`config.mk`:
```
export PLATFORM = sky130hd
export DESIGN_NAME = clk_freq_monitor
export DESIGN_NICKNAME = d
export VERILOG_FILES = /design/src/rtl/clk_freq_monitor.sv
export SDC_FILE = /design/constraint.sdc
export NUM_CORES = 1
export LEC_CHECK = 0
export BUFFER_PORTS_ARGS = -buffer_cell sky130_fd_sc_hd__buf_4
export CAP_MARGIN = 10
export CORE_MARGIN = 3
export CORE_UTILIZATION = 28
export DETAILED_ROUTE_END_ITERATION = 6
export GPL_ROUTABILITY_DRIVEN = 0
export GPL_TIMING_DRIVEN = 1
export PLACE_DENSITY_LB_ADDON = 0.15
export SLEW_MARGIN = 10
export SYNTH_ARGS = -nofsm -noshare
export SYNTH_HDL_FRONTEND = slang
export SYNTH_SLANG_ARGS = --single-unit
```
`constraint.sdc`:
```
create_clock -name clk_in -period 2.4 [get_ports clk_in]
set_input_delay 0.48 -clock clk_in [delete_from_list [all_inputs] [get_ports clk_in]]
set_output_delay 0.48 -clock clk_in [all_outputs]
set_load 0.005 [all_outputs]
```
`src/rtl/clk_freq_monitor.sv`:
```
// -----------------------------------------------------------------------------
// clk_freq_monitor
//
// Receiving-end check for the generated camera clock. Rising edges of the
// asynchronous monitored clock mon_in are counted over a fixed gate window of
// clk_in cycles. Each completed window publishes its count and compares it
// with EXPECTED +/- TOL (inclusive). clk_good asserts only after OK_WINDOWS
// consecutive in-range windows, so camera init can hold off until the clock
// has proven itself.
//
// mon_in must not exceed clk_in/3. A 24 MHz camera clock is monitored through
// a divide-by-2 toggle (12 MHz), which gives 12000 edges per 1 ms window.
//
// Optional feature (macro CLKFMON_STICKY_ERR_EN):
//   Adds input err_clr and output err_sticky. err_sticky latches any
//   out-of-range window until software clears it. A set in the same cycle as
//   a clear wins. Dropping en does not clear it. With the macro undefined,
//   neither port exists and no sticky logic is built.
//
// Output qualifier:
//   count_valid is a one-cycle pulse with no backpressure. It is high in
//   exactly the cycle in which count_out, freq_ok, stuck and clk_good first
//   show the result of a newly completed window; the consumer must take the
//   result in that cycle or read the held count_out/flags later.
//
// Debug:
//   state_dbg exposes the FSM state (0 = IDLE, 1 = MEASURE, 2 = EVAL).
// -----------------------------------------------------------------------------
module clk_freq_monitor #(
  parameter int GATE_CYCLES = 50000,
  parameter int EXPECTED    = 12000,
  parameter int TOL         = 60,
  parameter int OK_WINDOWS  = 4,
  parameter int CNT_W       = 16
) (
  input  logic             clk_in,
  input  logic             rst,
  input  logic             en,
  input  logic             mon_in,
`ifdef CLKFMON_STICKY_ERR_EN
  input  logic             err_clr,
  output logic             err_sticky,
`endif
  output logic [CNT_W-1:0] count_out,
  output logic             count_valid,
  output logic             freq_ok,
  output logic             clk_good,
  output logic             stuck,
  output logic [1:0]       state_dbg
);

  // ---------------------------------------------------------------------------
  // Constants
  // ---------------------------------------------------------------------------
  localparam logic [1:0] ST_IDLE    = 2'd0;
  localparam logic [1:0] ST_MEASURE = 2'd1;
  localparam logic [1:0] ST_EVAL    = 2'd2;

  // Gate counter only needs to reach GATE_CYCLES-1.
  localparam int GATE_W = (GATE_CYCLES > 1) ? $clog2(GATE_CYCLES) : 1;
  localparam logic [GATE_W-1:0] GATE_LAST = GATE_W'(GATE_CYCLES - 1);
  localparam logic [GATE_W-1:0] GATE_ONE  = GATE_W'(1);

  // Good-run counter saturates at OK_WINDOWS.
  localparam int RUN_W = (OK_WINDOWS > 0) ? $clog2(OK_WINDOWS + 1) : 1;
  localparam logic [RUN_W-1:0] RUN_MAX = RUN_W'(OK_WINDOWS);
  localparam logic [RUN_W-1:0] RUN_ONE = RUN_W'(1);

  // Edge counter saturates instead of wrapping, so a runaway clock never
  // aliases back into the acceptance band.
  localparam logic [CNT_W-1:0] CNT_MAX = {CNT_W{1'b1}};
  localparam logic [CNT_W-1:0] CNT_ONE = CNT_W'(1);

  // Acceptance band in CNT_W+1-bit signed arithmetic. A lower bound that
  // would go negative (TOL > EXPECTED) is clamped to zero.
  localparam logic signed [CNT_W:0] LO_SIGNED = (CNT_W + 1)'(EXPECTED - TOL);
  localparam logic signed [CNT_W:0] HI_BOUND  = (CNT_W + 1)'(EXPECTED + TOL);
  localparam logic signed [CNT_W:0] LO_BOUND  = (LO_SIGNED < 0) ? '0 : LO_SIGNED;

  // ---------------------------------------------------------------------------
  // Signals
  // ---------------------------------------------------------------------------
  logic                 sync_meta;
  logic                 sync_out;
  logic                 sync_hist;
  logic                 mon_rise;

  logic [1:0]           state;
  logic [1:0]           state_next;

  logic [GATE_W-1:0]    gate_cnt;
  logic [CNT_W-1:0]     edge_cnt;
  logic [RUN_W-1:0]     run_cnt;
  logic [RUN_W-1:0]     run_next;

  logic                 measuring;
  logic                 abort;
  logic                 eval;
  logic                 gate_last;
  logic                 edge_sat;
  logic                 in_range;
  logic signed [CNT_W:0] cnt_s;

  // ---------------------------------------------------------------------------
  // Synchronizer and edge detect
  // ---------------------------------------------------------------------------

  // Two flops bring mon_in into clk_in; a third keeps the previous sample.
  always_ff @(posedge clk_in) begin
    if (rst) begin
      sync_meta <= 1'b0;
      sync_out  <= 1'b0;
      sync_hist <= 1'b0;
    end else begin
      sync_meta <= mon_in;
      sync_out  <= sync_meta;
      sync_hist <= sync_out;
    end
  end

  assign mon_rise = sync_out & ~sync_hist;

  // ---------------------------------------------------------------------------
  // Control decode
  // ---------------------------------------------------------------------------
  assign measuring = (state == ST_MEASURE) && en;
  assign abort     = (state == ST_MEASURE) && !en;
  assign eval      = (state == ST_EVAL);
  assign gate_last = (gate_cnt == GATE_LAST);
  assign edge_sat  = (edge_cnt == CNT_MAX);
  assign state_dbg = state;

  // Next-state decode: an en drop in MEASURE aborts the window; EVAL is
  // always exactly one cycle.
  always_comb begin
    state_next = state;
    case (state)
      ST_IDLE: begin
        if (en) state_next = ST_MEASURE;
      end
      ST_MEASURE: begin
        if (!en)            state_next = ST_IDLE;
        else if (gate_last) state_next = ST_EVAL;
      end
      ST_EVAL: begin
        state_next = en ? ST_MEASURE : ST_IDLE;
      end
      default: begin
        state_next = ST_IDLE;
      end
    endcase
  end

  // Range check of the finished window count and next good-run value.
  always_comb begin
    cnt_s    = $signed({1'b0, edge_cnt});
    in_range = (cnt_s >= LO_BOUND) && (cnt_s <= HI_BOUND);
    run_next = '0;
    if (in_range) begin
      run_next = (run_cnt == RUN_MAX) ? RUN_MAX : (run_cnt + RUN_ONE);
    end
  end

  // ---------------------------------------------------------------------------
  // State and counters
  // ---------------------------------------------------------------------------

  // FSM state register.
  always_ff @(posedge clk_in) begin
    if (rst) state <= ST_IDLE;
    else     state <= state_next;
  end

  // Gate counter runs only while measuring; it is zero in IDLE and EVAL.
  always_ff @(posedge clk_in) begin
    if (rst || !measuring)  gate_cnt <= '0;
    else if (gate_last)     gate_cnt <= '0;
    else                    gate_cnt <= gate_cnt + GATE_ONE;
  end

  // Edge counter: counts detected rises during MEASURE (including the last
  // gate cycle), holds its total through EVAL, then clears.
  always_ff @(posedge clk_in) begin
    if (rst || !measuring)      edge_cnt <= '0;
    else if (mon_rise && !edge_sat) edge_cnt <= edge_cnt + CNT_ONE;
  end

  // ---------------------------------------------------------------------------
  // Published results
  // ---------------------------------------------------------------------------

  // Window result registers: loaded in EVAL, flags cleared on abort,
  // count_out held across aborts.
  always_ff @(posedge clk_in) begin
    if (rst) begin
      count_out   <= '0;
      count_valid <= 1'b0;
      freq_ok     <= 1'b0;
      stuck       <= 1'b0;
    end else begin
      count_valid <= eval;
      if (eval) begin
        count_out <= edge_cnt;
        freq_ok   <= in_range;
        stuck     <= (edge_cnt == '0);
      end else if (abort) begin
        freq_ok   <= 1'b0;
        stuck     <= 1'b0;
      end
    end
  end

  // Good-run counter and clk_good: a bad window drops clk_good in the same
  // update that reports it.
  always_ff @(posedge clk_in) begin
    if (rst) begin
      run_cnt  <= '0;
      clk_good <= 1'b0;
    end else if (eval) begin
      run_cnt  <= run_next;
      clk_good <= (run_next == RUN_MAX);
    end else if (abort) begin
      run_cnt  <= '0;
      clk_good <= 1'b0;
    end
  end

`ifdef CLKFMON_STICKY_ERR_EN
  // Sticky error: set by any out-of-range window, cleared by err_clr; a set
  // in the same cycle as a clear wins.
  always_ff @(posedge clk_in) begin
    if (rst)                    err_sticky <= 1'b0;
    else if (eval && !in_range) err_sticky <= 1'b1;
    else if (err_clr)           err_sticky <= 1'b0;
  end
`endif

endmodule

```
Yosys cells after proc, flatten, opt, wreduce, memory -nomap -nowiden

Cells that the tools add are included.

Div/mod/pow operators: 0
Multiplexer cells: 13
Shift-type cells: 0
Multipliers: 0
Magnitude comparators: 2
Bitwise logic cells: 2
$add $sub $neg: 3
Reductions and logical operators: 13
Equality and inequality tests: 8

Operators with widths:

| kind                    | count |
|---|---|
| $add A16 B1 Y16 const B | 2 |
| $eq A16 B16 Y1 const B  | 2 |
| $ge A16 B14 Y1 const B  | 1 |
| $le A16 B14 Y1 const B  | 1 |
| $logic_not A16 Y1       | 1 |
| $mux W3                 | 4 |
| $eq A3 B3 Y1 const B    | 2 |
| $mux W2                 | 3 |
| $pmux W2 S3             | 1 |
| $mux W1                 | 5 |
| $logic_and A1 B1 Y1     | 4 |
| $add A3 B1 Y3 const B   | 1 |
| $logic_not A1 Y1        | 3 |
| $ne A3 B3 Y1 const B    | 1 |
| $eq A2 B1 Y1 const B    | 1 |
| $eq A2 B2 Y1 const B    | 1 |
| $logic_not A2 Y1        | 1 |
| $ne A2 B2 Y1 const B    | 1 |
| $reduce_and A2 Y1       | 1 |
| $reduce_bool A2 Y1      | 1 |
| $reduce_or A2 Y1        | 1 |
| $and A1 B1 Y1           | 1 |
| $logic_or A1 B1 Y1      | 1 |
| $not A1 Y1              | 1 |

Memories kept: 0
Logic and storage cells: 53
RAM bits: 0
Bits in latches: 0
Input port bits: 4
Output and inout bits: 22
Memory bits (read-only): 0
Register bits: 60

Longest topological paths before layout

Gate-level depths: netlist of the first run.

Word-level depth: 5
Mapped depth: 7

Least setup slack after synthesis of the first run

Ideal clock, no wire load.

Path kind: input to register
Start: in rst
End: reg run_cnt[1]
Arrival: 1.651 ns
Data required time: 2.342 ns
Path buffers: 0
Setup time: 0.058 ns
Path slack: 0.691 ns
Stages on the path: 5
Cell sequence: or3_1 -> or4_1 -> o2bb2ai_2 -> and2_4 -> a22o_2

RTL lines:

| what                   | RTL line | source |
|---|---|---|
| start: declaration     | 37       | `input logic rst,` |
| end signal: assignment | 220      | `run_cnt <= run_next;` |
| end: declaration       | 93       | `logic [RUN_W-1:0] run_cnt;` |

Worst setup path in the final report of the first run

Start: reg edge_cnt[1]
End: reg edge_cnt[10]

Word-level cells in the longest chain between the ends: 3
Elaborated cells on any way between the ends: 4
Classes of those cells: 1 x add/sub; 1 x eq/ne; 2 x reduce/logical

Ends and longest elaborated chain:

| what                                                    | RTL line | source |
|---|---|---|
| start: declaration                                      | 92       | `logic [CNT_W-1:0] edge_cnt;` |
| start signal: assignment                                | 185      | `else if (mon_rise && !edge_sat) edge_cnt <= edge_cnt + CNT_ONE;` |
| branches (longest 3 deep; another with $add A16 B1 Y16) | -        |  |

Parallel ways; which one is timed is not known.
A chain may end at the register's enable or synchronous reset.

==> summary.md, run 1 <==
| Metric | Value |
|---|---|
| Result of the run | `complete, no violations` |
| Fraction of final layout cells sized beyond drive strength 1 | `0.149` |
| Detailed Route Iter0 Violations | `100` |
| Internal power consumption | `1.51 mW` |
| Part of the power in combinational logic | `0.017` |
| Number of buffers inserted during clock tree synthesis | `9` |
| Half-perimeter wire length after detailed placement | `4070 microns` |
| Post-synthesis instance area | `2620 sq um` |
| Startpoint of the worst-slack reg-to-reg timing path | `edge_cnt[1]` |
| Share of total power in the clock network | `0.466` |
| Io pins | `26` |
| IR drop worst, VDD | `0.266 mV` |
| Number of maximum-capacitance violations | `0` |
| # rows | `34` |
| Startpoint kind of the worst setup timing path | `flop` |
| Arrival time worst endpoint | `2.14 ns` |
| Final TNS setup | `0 ns` |
| Post-synth top cells | `sky130_fd_sc_hd__dfxtp_1 (60), sky130_fd_sc_hd__nand2_1 (49), sky130_fd_sc_hd__nor2_1 (40)` |
| Worst min-delay path endpoint | `sync_meta` |
| Num Clock Sinks | `60` |
| RSZ-0062 raised after global routing | `no` |
| Async set or reset register ratio after synthesis | `0` |
| Achievable Freq | `0.519 GHz` |
| Post-synthesis sequential element count | `60` |
| Total of warnings raised by yosys | `0` |
| Initial cell density of the core | `0.294` |
| Antenna violations before repair | `0` |
| Clock root buffer | `sky130_fd_sc_hd__clkbuf_8` |
| Die outline height | `103 microns` |
| Antenna violation net count after detailed routing | `0` |
| Final hold slack | `0.343 ns` |
| Vias in the first global route | `1944` |
| Area of placed instances | `2910 sq um` |
| Post-Layout Cell Count | `450` |
| Post-CTS setup buffer count | `0` |
| Number of unique standard cell types used by synthesis | `41` |
| End-of-flow core utilization | `0.348` |
| First-pass GRT wire length | `9770 microns` |
| Count of pins over their slew limit | `0` |
| Final net count | `347` |
| Relative area change from synthesis to final layout | `18.3%` |
| CP Data Required Time | `2.62 ns` |
| Slew at the pin closest to its max-slew limit | `0.485 ns` |
| Chip Width | `103 microns` |
| Placed cell count | `435` |
| Net Count, Synth | `324` |
| Synth Area per Inst | `8.31 sq um` |
| Most area-hungry cell type in the Yosys netlist | `sky130_fd_sc_hd__dfxtp_1` |
| Biggest area contributors in the synthesized netlist | `sky130_fd_sc_hd__dfxtp_1 (46%), sky130_fd_sc_hd__nand2_1 (7.0%), sky130_fd_sc_hd__nor2_1 (5.7%)` |
| Number of antenna cells inserted | `0` |
| Reg2reg path depth | `6` |
| Max Buffers Root-to-Sink | `2` |
| H-tree depth | `3` |
| Final worst path period share | `0.802` |
| TritonCTS clock tree | `yes` |
| Filler Cells Inserted | `943` |
| Overflow left after global routing | `0` |
| Vias | `2123` |
| Worst-path clk slew | `0.07 ns` |
| Global routing usage summed across all routing layers | `0.120` |
| Maximum number of pins on one net before global-route repair | `24` |
| Post-cts repair resize count | `0` |
| Leakage power of the design | `1.07 nW` |
| Yosys top cell area share | `0.459` |
| CP Class | `reg2reg` |
| CP max FO | `9` |
| Portion of total power attributed to sequential cells | `0.517` |
| Core footprint | `8890 sq um` |
| Power density relative to cell area | `627 nW/um^2` |
| Power dissipated by switching net loads | `0.429 mW` |
| Switching portion of total power | `0.221` |
| Primary flip-flop cell chosen by synthesis mapping | `sky130_fd_sc_hd__dfxtp_1` |
| Worst slew slack as a fraction of its limit | `0.676` |
| Setup crit end kind | `flop` |
| Detailed Route WL | `5760 microns` |
| WHS Path Cells | `2` |
| Minimum clock period | `1.93 ns` |
| Wire per inst | `12.8 microns` |
| Post-route DRC | `0` |
| Via density | `4.72` |
| Post-route cell area | `3100 sq um` |
| Part of the Yosys area used for sequential elements | `0.459` |
| Fin Clk Skew | `0.0125 ns` |
| Min-delay src | `mon_in` |
| Number of hold-repair buffers added at the cts stage | `0` |
| Tightest Hold Check Type | `in2reg` |
| Count of input and output buffers | `25` |
| Pre-Repair DR Iteration Count | `4` |
| Die area | `10500 sq um` |
| Flop2flop setup slack | `0.47 ns` |
| Clock insertion delay at the later pin of the skew report | `0.35 ns` |
| Most frequently used cell type in the post-synthesis netlist | `sky130_fd_sc_hd__dfxtp_1` |
| Number of synthesized flops with an enable pin | `0` |
| Cells after synthesis | `315` |
| RR Endpoint | `edge_cnt[10]` |
| Number of setup violations in the final report | `0` |
| Number of hold violations in the final report | `0` |
==> cells in the final DEF (no fill, tap or decap), types with 5 or more instances in the layout <==
master	count
sky130_fd_sc_hd__nor3_1	7
sky130_fd_sc_hd__dfxtp_1	60
sky130_fd_sc_hd__clkbuf_8	10
sky130_fd_sc_hd__nor2b_1	5
sky130_fd_sc_hd__buf_4	31
sky130_fd_sc_hd__a21oi_1	23
sky130_fd_sc_hd__nand4_1	10
sky130_fd_sc_hd__nand3_1	11
sky130_fd_sc_hd__inv_1	8
sky130_fd_sc_hd__xor2_1	11
sky130_fd_sc_hd__xnor2_1	14
sky130_fd_sc_hd__nand2_1	49
sky130_fd_sc_hd__nor2_1	40
sky130_fd_sc_hd__ha_1	5
sky130_fd_sc_hd__o21ai_0	8
==> kinds of logic (layout without fill, tap and decap cells) <==
logic type | Yosys count | in the layout | share of synthesized area
xor gates and xnor gates | 25 | 25 | 0.0837
adders and majority gates | 5 | 5 | 0.0239
DFF | 60 | 60 | 0.459
AOI/OAI and AO/OA | 48 | 48 | 0.112
and+or+nand+nor | 150 | 150 | 0.279
buffers and inverters | 27 | 54 | 0.0421
==> state kept, by name (all words and copies together) (netlist names) <==
register / count
clk_good: 1
count_out: 16
count_valid: 1
edge_cnt: 16
freq_ok: 1
gate_cnt: 16
run_cnt: 3
state_dbg: 2
stuck: 1
sync_hist: 1
sync_meta: 1
sync_out: 1
==> critical path, stage by stage (launching register included) <==
cell and delay [ns]:
sky130_fd_sc_hd__dfxtp_1 0.39, sky130_fd_sc_hd__ha_1 0.33, sky130_fd_sc_hd__and3b_1 0.24, sky130_fd_sc_hd__nand3_1 0.27, sky130_fd_sc_hd__nor4_1 0.37, sky130_fd_sc_hd__xnor2_1 0.16, sky130_fd_sc_hd__nor2_1 0.05
==> metal layers <==
layer,wire length (microns),part of all wire,vias to the layer above,GRT usage
met5,0,0,-,0
met4,80,0.014,0,0.0454
met3,261,0.045,10,0.0392
met2,2420,0.42,46,0.168
met1,3000,0.52,956,0.171
li1,-,-,1111,-
==> layout make-up <==
class | instances | area (sq um) | area share
Tap cell | 108 | 135 | 0.0436
Clock inverter | 4 | 50.0 | 0.0162
Timing Repair Buffer | 31 | 233 | 0.0752
Sequential cell | 60 | 1200 | 0.388
Multi-Input combinational cell | 228 | 1310 | 0.422
Inverter | 8 | 30.0 | 0.00970
Clock buffer | 11 | 141 | 0.0457
==> power groups by stage <==
stage          clock network, mW  logic, mW  registers, mW
2_1_floorplan                  0     0.0193           1.02
3_3_place_gp                   0     0.0341           1.03
3_5_place_dp                   0     0.0342           1.03
4_1_cts                    0.944     0.0343           1.00
5_1_grt                    0.979     0.0381           1.00
6_report                   0.905     0.0336           1.00
==> how the worst max path moves through the flow <==
| stage | startpoint | end |
|---|---|---|
| after floorplan | rst | run_cnt[1] |
| after CTS | edge_cnt[1] | edge_cnt[10] |
| final | edge_cnt[1] | edge_cnt[10] |
| after detailed placement | rst | run_cnt[1] |
| after global placement | rst | run_cnt[1] |
| after global routing | edge_cnt[1] | edge_cnt[10] |
==> through the flow <==
| stage | total power, mW | setup slack [ns] |
|---|---|---|
| 6_report | 1.94 | 0.474 |
| 3_3_place_gp | 1.06 | 0.476 |
| 2_1_floorplan | 1.04 | 0.691 |
| 4_1_cts | 1.98 | 0.463 |
| 3_5_place_dp | 1.06 | 0.459 |
| 5_1_grt | 2.02 | 0.282 |
(Power assumes the default switching activity.)
==> inputs of run 2 (changes only) <==
Clock period 2.4 ns to 1.71 ns, I/O delays scaled along.
==> summary.md, run 2 (synthesis gave the netlist of run 1 again) <==
| Metric | Value |
|---|---|
| Result of the run | `complete, no violations` |
| Clock insertion delay at the later pin of the skew report | `0.34 ns (about the same)` |
| CP max FO | `5 (-4)` |
| CP Data Required Time | `1.99 ns (-0.63 ns)` |
| Final TNS setup | `0 ns (unchanged)` |
| Initial cell density of the core | `0.294 (unchanged)` |
| Max Buffers Root-to-Sink | `2 (unchanged)` |
| Internal power consumption | `2.10 mW (+39%)` |
| Antenna violation net count after detailed routing | `0 (unchanged)` |
| Clock root buffer | `sky130_fd_sc_hd__clkbuf_8` |
| Number of antenna cells inserted | `0 (unchanged)` |
| Detailed Route WL | `6080 microns (+5.6%)` |
| Largest registers | `count_out: 16 flops, edge_cnt: 16 flops, gate_cnt: 16 flops` |
| Maximum number of pins on one net before global-route repair | `23 (-4.2%)` |
| Antenna violations before repair | `0 (unchanged)` |
| Num Clock Sinks | `60 (unchanged)` |
| Placed cell count | `458 (+5.3%)` |
| Overflow left after global routing | `0 (unchanged)` |
| Minimum clock period | `1.70 ns (-0.226 ns)` |
| Power density relative to cell area | `800 nW/um^2 (+28%)` |
| Slew at the pin closest to its max-slew limit | `0.427 ns (-0.0581 ns)` |
| Switching portion of total power | `0.213 (-0.00840)` |
| Die outline height | `103 microns (unchanged)` |
| Global routing usage summed across all routing layers | `0.121 (+0.00116)` |
| Worst min-delay path endpoint | `sync_meta` |
| RR Endpoint | `run_cnt[1]` |
| Number of maximum-capacitance violations | `0 (unchanged)` |
| Vias | `2228 (+4.9%)` |
| Worst-path clk slew | `0.06 ns (about the same)` |
| Final Power | `2.67 mW (+38%)` |
| IR drop worst, VDD | `0.457 mV (+72%)` |
| Half-perimeter wire length after detailed placement | `4260 microns (+4.8%)` |
| Slowest cell on crit path | `sky130_fd_sc_hd__or4_4` |
| Die area | `10500 sq um (unchanged)` |
| Highest-count cells in the layout ignoring fill and taps | `sky130_fd_sc_hd__dfxtp_1 (57), sky130_fd_sc_hd__buf_4 (55), sky130_fd_sc_hd__nand2_1 (49)` |
| Power dissipated by switching net loads | `0.568 mW (+32%)` |
| Most common library cell in the layout ignoring fill and taps | `sky130_fd_sc_hd__dfxtp_1` |
| Relative area change from synthesis to final layout | `27.6%` |
| Post-Layout Cell Count | `474 (+5.3%)` |
| Chip Width | `103 microns (unchanged)` |
| First-pass GRT wire length | `9890 microns (+1.2%)` |
| Reg2reg path depth | `5 (-1)` |
| Via density | `4.70 (-0.37%)` |
| Final hold slack | `0.220 ns (-0.123 ns)` |
| Cells along the critical path | `nand4_1 > or4_4 > o2bb2ai_4 > and2_4 > a22o_2` |
| Arrival time worst endpoint | `1.98 ns (-0.16 ns)` |
| Startpoint of the worst-slack reg-to-reg timing path | `edge_cnt[10]` |
| Pre-Repair DR Iteration Count | `4 (unchanged)` |
| Number of buffers inserted during clock tree synthesis | `9 (unchanged)` |
| Count of input and output buffers | `25 (unchanged)` |
| Post-route DRC | `0 (unchanged)` |
| Setup crit end kind | `flop` |
| Final worst path period share | `0.994 (+0.192)` |
| Area of placed instances | `3080 sq um (+5.9%)` |
| Fin Clk Skew | `0.00673 ns (-0.00572 ns)` |
| Number of setup violations in the final report | `0 (unchanged)` |
| Worst slew slack as a fraction of its limit | `0.714 (+0.0385)` |
| TritonCTS clock tree | `yes` |
| # rows | `34 (unchanged)` |
| Leakage power of the design | `1.21 nW (+13%)` |
| Filler Cells Inserted | `945 (+0.21%)` |
| Vias in the first global route | `2038 (+4.8%)` |
| WHS Path Cells | `2 (unchanged)` |
| Achievable Freq | `0.588 GHz (+13%)` |
| Final net count | `371 (+6.9%)` |
| Detailed Route Iter0 Violations | `56 (-44%)` |
| Share of total power in the clock network | `0.451 (-0.015)` |
| Min-delay src | `mon_in` |
| CP Class | `reg2reg` |
| Delay of the slowest cell on the worst path | `0.53 ns (+0.14 ns)` |
| Count of pins over their slew limit | `0 (unchanged)` |
| Wire per inst | `12.8 microns (+0.30%)` |
| Tightest Hold Check Type | `in2reg` |
| H-tree depth | `3 (unchanged)` |
| Portion of total power attributed to sequential cells | `0.526 (+0.009)` |
| Io pins | `26 (unchanged)` |
| Part of the power in combinational logic | `0.023 (+0.006)` |
| Number of hold violations in the final report | `0 (unchanged)` |
| Startpoint kind of the worst setup timing path | `flop` |
| Post-route cell area | `3340 sq um (+7.8%)` |
| Flop2flop setup slack | `0.01 ns (-0.46 ns)` |
| Core footprint | `8890 sq um (unchanged)` |
| RSZ-0062 raised after global routing | `yes` |
| Fraction of final layout cells sized beyond drive strength 1 | `0.235 (+0.0858)` |
run 2: cell types whose count changed in the layout (fill, tap and decap cells not counted), sizes merged:
cell | previous run | this run
clkinvlp | 2 | 0
buf | 31 | 55
bufinv | 1 | 0
clkbuf | 11 | 14
run 2: final cells by class:
cell class / count / area (sq um) / area share
inverters: 8 / 30.0 / 0.00899
flip-flops and latches: 60 / 1200 / 0.361
multi-input cells: 228 / 1370 / 0.410
clock buffers: 14 / 183 / 0.0547
well taps: 108 / 135 / 0.0405
clock inverters: 1 / 5.00 / 0.00150
repair buffers: 55 / 413 / 0.124
run 2: stage by stage:
step / setup slack, ns / utilization
global placement: -0.0757 / 0.346
finish: 0.0102 / 0.376
global route: -0.0163 / 0.376
floorplan: 0.0771 / -
CTS: 0.0160 / 0.367
detailed placement: -0.0773 / 0.346
run 2: layer usage:
layer,wire [microns],track usage
met1,3110,0.167
met2,2640,0.178
met3,227,0.0277
met4,112,0.0605
met5,0,0
run 2: worst max path at each step:
stage            startpoint            to  cells past startpoint
2_1_floorplan   edge_cnt[1]  edge_cnt[10]                      6
3_3_place_gp            rst    run_cnt[1]                      6
3_5_place_dp            rst    run_cnt[1]                      6
4_1_cts        edge_cnt[15]    run_cnt[1]                      5
5_1_grt        edge_cnt[10]    run_cnt[1]                      5
6_report       edge_cnt[10]    run_cnt[1]                      5
run 2: power by group through the flow:
stage	clock, mW	sequential (mW)	combinational [mW]
2_1_floorplan	0	1.44	0.0271
3_3_place_gp	0	1.44	0.0587
3_5_place_dp	0	1.44	0.0580
4_1_cts	1.28	1.41	0.0587
5_1_grt	1.32	1.41	0.0669
6_report	1.21	1.41	0.0602
run 2: worst max-delay path, delay by kind of cell, from the launching register on:
family / cells / cell delay [ns]
simple gates: 3 / 0.89
flops: 1 / 0.44
compound gates: 2 / 0.32
run 2: timing repair:
| item | 4_1_cts | 5_1_grt |
|---|---|---|
| endpoints found under the setup margin | 0 | 12 |
| hold buffers | 0 | 0 |
| gates resized for setup | 0 | 14 |
| buffers inserted | 0 | 1 |
